### src/rtl/rd_stage_pkg.sv
// Shared constants for the read-side FWFT output stage.
package rd_stage_pkg;

    localparam logic [1:0] OCC_EMPTY = 2'd0;
    localparam logic [1:0] OCC_ONE   = 2'd1;
    localparam logic [1:0] OCC_FULL  = 2'd2;

endpackage : rd_stage_pkg

### src/rtl/rd_fwft_stage.sv
// Read-side FWFT output stage of the async FIFO: 2-entry skid buffer turning
// rempty/rinc/rdata into a registered valid/ready stream. RD_STAGE_CNT_EN adds xfer_cnt.
module rd_fwft_stage
    import rd_stage_pkg::*;
#(
    parameter int unsigned DSIZE   = 8
`ifdef RD_STAGE_CNT_EN
    ,
    parameter int unsigned CNTSIZE = 16
`endif
) (
    input  logic             rclk,
    input  logic             rrst,
    input  logic             rempty,
    input  logic [DSIZE-1:0] rdata,
    output logic             rinc,
    input  logic             rflush,
    output logic             m_valid,
    output logic [DSIZE-1:0] m_data,
    input  logic             m_ready,
    output logic [1:0]       occ
`ifdef RD_STAGE_CNT_EN
    ,
    output logic [CNTSIZE-1:0] xfer_cnt
`endif
);

    logic [1:0]       r_occ;
    logic             r_valid;
    logic [DSIZE-1:0] r_head;
    logic [DSIZE-1:0] r_tail;

    logic [1:0]       w_occ_nxt;
    logic [DSIZE-1:0] w_head_nxt;
    logic [DSIZE-1:0] w_tail_nxt;
    logic             w_pop;

    // State register
    always_ff @(posedge rclk) begin
        if (rrst) begin
            r_occ   <= OCC_EMPTY;
            r_valid <= 1'b0;
            r_head  <= '0;
            r_tail  <= '0;
        end else begin
            r_occ   <= w_occ_nxt;
            r_valid <= (w_occ_nxt != OCC_EMPTY);
            r_head  <= w_head_nxt;
            r_tail  <= w_tail_nxt;
        end
    end

    // Next-state: push always lands in head when head is free or leaving this cycle
    always_comb begin
        w_occ_nxt  = r_occ;
        w_head_nxt = r_head;
        w_tail_nxt = r_tail;
        unique case (r_occ)
            OCC_EMPTY: begin
                if (rinc) begin
                    w_head_nxt = rdata;
                    w_occ_nxt  = OCC_ONE;
                end
            end
            OCC_ONE: begin
                if (rinc && w_pop) begin
                    w_head_nxt = rdata;
                end else if (rinc) begin
                    w_tail_nxt = rdata;
                    w_occ_nxt  = OCC_FULL;
                end else if (w_pop) begin
                    w_occ_nxt  = OCC_EMPTY;
                end
            end
            OCC_FULL: begin
                if (w_pop) begin
                    w_head_nxt = r_tail;
                    w_occ_nxt  = OCC_ONE;
                end
            end
            default: begin
                // Illegal occupancy recovers as if empty
                if (rinc) begin
                    w_head_nxt = rdata;
                    w_occ_nxt  = OCC_ONE;
                end else begin
                    w_occ_nxt  = OCC_EMPTY;
                end
            end
        endcase
        if (rflush) begin
            w_occ_nxt = OCC_EMPTY;
        end
    end

    // Outputs: rinc never looks at m_ready, so no ready-to-pop combinational path
    always_comb begin
        rinc    = ~rrst & ~rempty & ~rflush & (r_occ != OCC_FULL);
        w_pop   = r_valid & m_ready & ~rflush;
        m_valid = r_valid;
        m_data  = r_head;
        occ     = r_occ;
    end

`ifdef RD_STAGE_CNT_EN
    logic [CNTSIZE-1:0] r_xfer_cnt;

    // Delivered-word counter; survives rflush, cleared only by reset
    always_ff @(posedge rclk) begin
        if (rrst) begin
            r_xfer_cnt <= '0;
        end else if (w_pop) begin
            r_xfer_cnt <= r_xfer_cnt + CNTSIZE'(1);
        end
    end

    assign xfer_cnt = r_xfer_cnt;
`endif

endmodule : rd_fwft_stage

### config.mk
export PLATFORM = sky130hd
export DESIGN_NAME = rd_fwft_stage
export DESIGN_NICKNAME = d
export VERILOG_FILES = /design/src/rtl/rd_stage_pkg.sv /design/src/rtl/rd_fwft_stage.sv
export SDC_FILE = /design/constraint.sdc
export NUM_CORES = 1
export LEC_CHECK = 0
export ABC_AREA = 0
export CORE_MARGIN = 10
export CORE_UTILIZATION = 45
export DETAILED_ROUTE_END_ITERATION = 8
export PLACE_DENSITY = 0.89
export SYNTH_ARGS = -nofsm -noshare
export SYNTH_HDL_FRONTEND = slang
export SYNTH_SLANG_ARGS = --single-unit
### constraint.sdc
create_clock -name rclk -period 1.6 [get_ports rclk]
set_input_delay 0.24 -clock rclk [delete_from_list [all_inputs] [get_ports rclk]]
set_output_delay 0.24 -clock rclk [all_outputs]
set_load 0.05 [all_outputs]
# After elaboration in Yosys (flattened, before gate mapping)
# Index checks and enable logic that the tools add are counted.
[classes] eq_ne=5 n_reduce_logical=6 mux=12 n_bitwise=9
[op_table] cell="2-to-1 mux 8 bit" count=3
[op_table] cell="case mux 8 bit (2 select lines)" count=1
[op_table] cell="2-to-1 mux 2 bit" count=6
[op_table] cell="!= test 2 bit (second input constant)" count=3
[op_table] cell="case mux 2 bit (3 select lines)" count=1
[op_table] cell="AND reduction 3 bit" count=2
[op_table] cell="bitwise AND 1 bit" count=5
[op_table] cell="NOT 1 bit" count=4
[op_table] cell="nonzero test 3 bit" count=1
[op_table] cell="equality test 2 x 1 -> 1 bit (second input constant)" count=1
[op_table] cell="equality test 2 bit (second input constant)" count=1
[op_table] cell="logical NOT 2 bit" count=1
[op_table] cell="nonzero test 2 bit" count=1
[op_table] cell="logical AND 1 bit" count=1
[op_table] cell="2-to-1 mux 1 bit" count=1
[word_totals] reg_bits=19 input_bits=13 output_inout_bits=12 elab_cells=36

# Logic depth before layout (Yosys ltp)
[logic_depth] word_depth=9 mapped_depth=5 mapped_depth_nobuf=4

# Least setup slack after synthesis
# OpenSTA, ideal clock, no wires.
[synth_path] path_kind="register to output" from="reg r_occ[0], in the netlist occ[0]" to="out rinc" required_ns=1.360 path_buffers=1 t_arrival_ns=1.532 slack_ns=-0.172 stages_incl_launch_ff=4 path_cell_list="dfxtp_1 nand2b_1 buf_2 and2b_2"
[synth_via] elab_chain_len=2
[synth_rtl] item="start: declaration" line="rd_fwft_stage.sv:28" rtl="logic [1:0] r_occ;"
[synth_rtl] item="start signal: assignment" line="rd_fwft_stage.sv:46" rtl="r_occ <= w_occ_nxt;"
[synth_rtl] item="!= test 2 bit" line="rd_fwft_stage.sv:98" rtl="rinc = ~rrst & ~rempty & ~rflush & (r_occ != OCC_FULL);"
[synth_rtl] item="bitwise AND 1 bit" line="rd_fwft_stage.sv:98"
[synth_rtl] item="end: declaration" line="rd_fwft_stage.sv:16" rtl="output logic rinc,"
# No other way between the ends.

# Final worst setup path
[layout_path] from="in rempty" to="out rinc"
[layout_via] elab_chain_len=4
[layout_rtl] item="start: declaration" line="rd_fwft_stage.sv:14" rtl="input logic rempty,"
[layout_rtl] item="NOT 1 bit" line="rd_fwft_stage.sv:98"
[layout_rtl] item="bitwise AND 1 bit (3 in series)" line="rd_fwft_stage.sv:98"
# No other way between the ends.

==> impl_metrics.ini <==
[run_status]
status = finished clean

[critical_path]
crit_type = primary input to output port
crit_required_ps = 1360
setup.worst_path.start_class = primary input
crit_arrival_ps = 1240
r2r-end = r_tail[4]$_SDFFE_PP0P_
crit_fanout = 2
cp-startpoint = rempty
rr_worst_depth = 5
worst_setup_path_end_kind = output port
r2r-start = occ[0]$_SDFF_PP0_
reg2reg_slack_ps = 260

[min_path]
min_from = rflush
hold_path_class = primary input to flop
min_path_cells = 3
holdPathEnd = occ[1]$_SDFF_PP0_

[route]
vias = 729
viasPerCell = 5.17
drt-total-wl_um = 2050
drt_iter0_drc = 19
drc = 0
ant_nets = 0
drt-wirelength-per-cell_um = 14.6
drt_first_pass_iters = 4

[logic_synthesis]
ys_ff_latch = 19
synth_nets = 95
synth_area_leaders = dfxtp_1 (45%), mux2i_1 (20%), nor2_1 (7.1%), a211oi_1 (5.3%), a211oi_2 (3.0%)
synth_area_per_cell_um2 = 10.3
yosysWarnings = 0
syn_area_um2 = 842
synth_top_area_share = 0.452
netlist_instances = 82
yosysSeqAreaShare = 0.452
yosysUniqueCellTypes = 26
yosysTopAreaCell = dfxtp_1

[timing]
hold_violations = 0
drv_slew = 0
tightest_slew_ps = 298
min_period_ps = 1480
whs_ps = 373
max_freq_mhz = 676
skew_ps = 0.584
finalCritPeriodShare = 0.925
rsz0062_at_grt = false
setup_viol = 0
slew_headroom = 0.796

[cells_and_area]
final_common_cell = buf_4
fin_area_um2 = 1190
drive_gt1_frac = 0.302
diodes = 0
final_cell_mix = buf_4 (20), mux2i_1 (17), nor2_1 (16), dfxtp_1 (16), clkdlybuf4s50_1 (9)
area_growth_pct = 41.9
nets = 130

[cts]
cts_tree = built
clkSinkCount = 19
holdBufCountCts = 0
root_buffer = clkbuf_4
ctsHtreeMaxLevel = 1
clk-insertion-delay-late_ps = 300
clockBufferDepth = 2
cts_buffers = 3
clk_pin_slew_ps = 100

[grt]
antenna_found_initial = 0
grt_max_degree = 20
grt_pass1_wl_um = 3280
grt_pass1_vias = 723
grt_overflow_total = 0
track_usage = 0.102

[power]
p_leak_nw = 0.588
p_per_area_nw_per_um2 = 800
vdd_ir_drop_max_mv = 0.566

[job]
drv_cap = 0

[floorplan]
die_x_um = 63.3
num_rows = 15
die_y_um = 63.3
die-area_um2 = 4000
core_area_um2 = 1750
io-pin-count = 25
initial_utilization = 0.482

[placed_design]
post_dp_cell_area_um2 = 1160
hpwl_um = 1580
place_congestion = 0.740
place.port_buffers = 24
-- layout make-up --
class	instances	area (um2)
timing repair buffer	34	307
sequential	19	384
clock inverter	1	5.00
clock buffer	3	22.5
tap	25	31.3
fill	154	551
multi-input combinational	58	442
inverter	1	3.75
-- routing by layer --
| metal | global-route usage | vias to the layer above | share of wire |
|---|---|---|---|
| li1 | - | 364 | - |
| met1 | 0.109 | 333 | 0.43 |
| met2 | 0.161 | 26 | 0.48 |
| met3 | 0.0336 | 6 | 0.055 |
| met4 | 0.0820 | 0 | 0.037 |
| met5 | 0 | - | 0 |
-- worst max-delay path, stage by stage --
cell and delay [ps]:
dlygate4sd2_1 240, or3_4 380, and2b_2 240, buf_12 130
-- how the worst max path moves through the flow --
stage / end / cells past startpoint
after detailed placement: m_data[6]$_SDFFE_PP0P_ / 7
after CTS: rinc / 3
after global routing: rinc / 3
after floorplan: rinc / 3
final: rinc / 4
after global placement: m_data[3]$_SDFFE_PP0P_ / 6
-- through the flow --
step / worst slack [ps] / setup TNS [ps] / instances / power (mW) / utilization
after floorplan: 36.6 / 0 / 82 / 0.634 / -
after global placement: -142 / -1270 / 136 / 0.721 / 0.662
after CTS: 11.4 / 0 / 141 / 0.966 / 0.682
after detailed placement: -219 / -1750 / 136 / 0.727 / 0.662
final: 120 / 0 / 141 / 0.956 / 0.685
after global routing: 64.9 / 0 / 141 / 1.01 / 0.685
-- kinds of logic (layout without fill, tap and decap cells) --
family | Yosys count | after routing | synth area share
AO/OA/AOI/OAI | 15 | 15 | 0.160
buffers and inverters | 5 | 39 | 0.0327
AND/OR/NAND/NOR | 25 | 25 | 0.143
flip-flops | 19 | 19 | 0.452
multiplexers | 17 | 17 | 0.202
XOR/XNOR | 1 | 1 | 0.0104
-- sequential cells by signal, indices dropped and copies added, names as in the netlist --
signal,flops
r_tail,8
occ,2
m_valid,1
m_data,8
-- repair_timing --
item | 4_1_cts | 5_1_grt
gates resized for setup | 4 | 1
gates cloned | 0 | 0
hold endpoints to repair | 0 | 0
pin swaps | 1 | 0
setup endpoints to repair | 1 | 1
buffers inserted | 1 | 0
-- power breakdown --
part           switching, mW  total [mW]  internal (mW)
Sequential            0.0118       0.503          0.492
Clock                  0.147       0.241         0.0933
Combinational          0.119       0.212         0.0925
Total                  0.279       0.956          0.677
-- synth_stat cells --
| library cell | number |
|---|---|
| a2111oi_0 | 1 |
| nand2_1 | 1 |
| a311oi_1 | 1 |
| nor2b_1 | 1 |
| buf_6 | 1 |
| nand3b_1 | 1 |
| nand3_1 | 1 |
| a211oi_2 | 2 |
| a221oi_1 | 1 |
| nor3_1 | 1 |
| a21oi_1 | 1 |
| dfxtp_1 | 19 |
| and3_1 | 1 |
| a22oi_4 | 1 |
| nand2b_1 | 1 |
| inv_1 | 1 |
| mux2i_1 | 17 |
| xor2_1 | 1 |
| a21boi_0 | 1 |
| o21ai_0 | 1 |
| buf_2 | 1 |
| a211oi_1 | 6 |
| or3_4 | 1 |
| nor2_1 | 16 |
| and2b_2 | 1 |
| clkbuf_1 | 2 |
(Power assumes the default switching activity.)
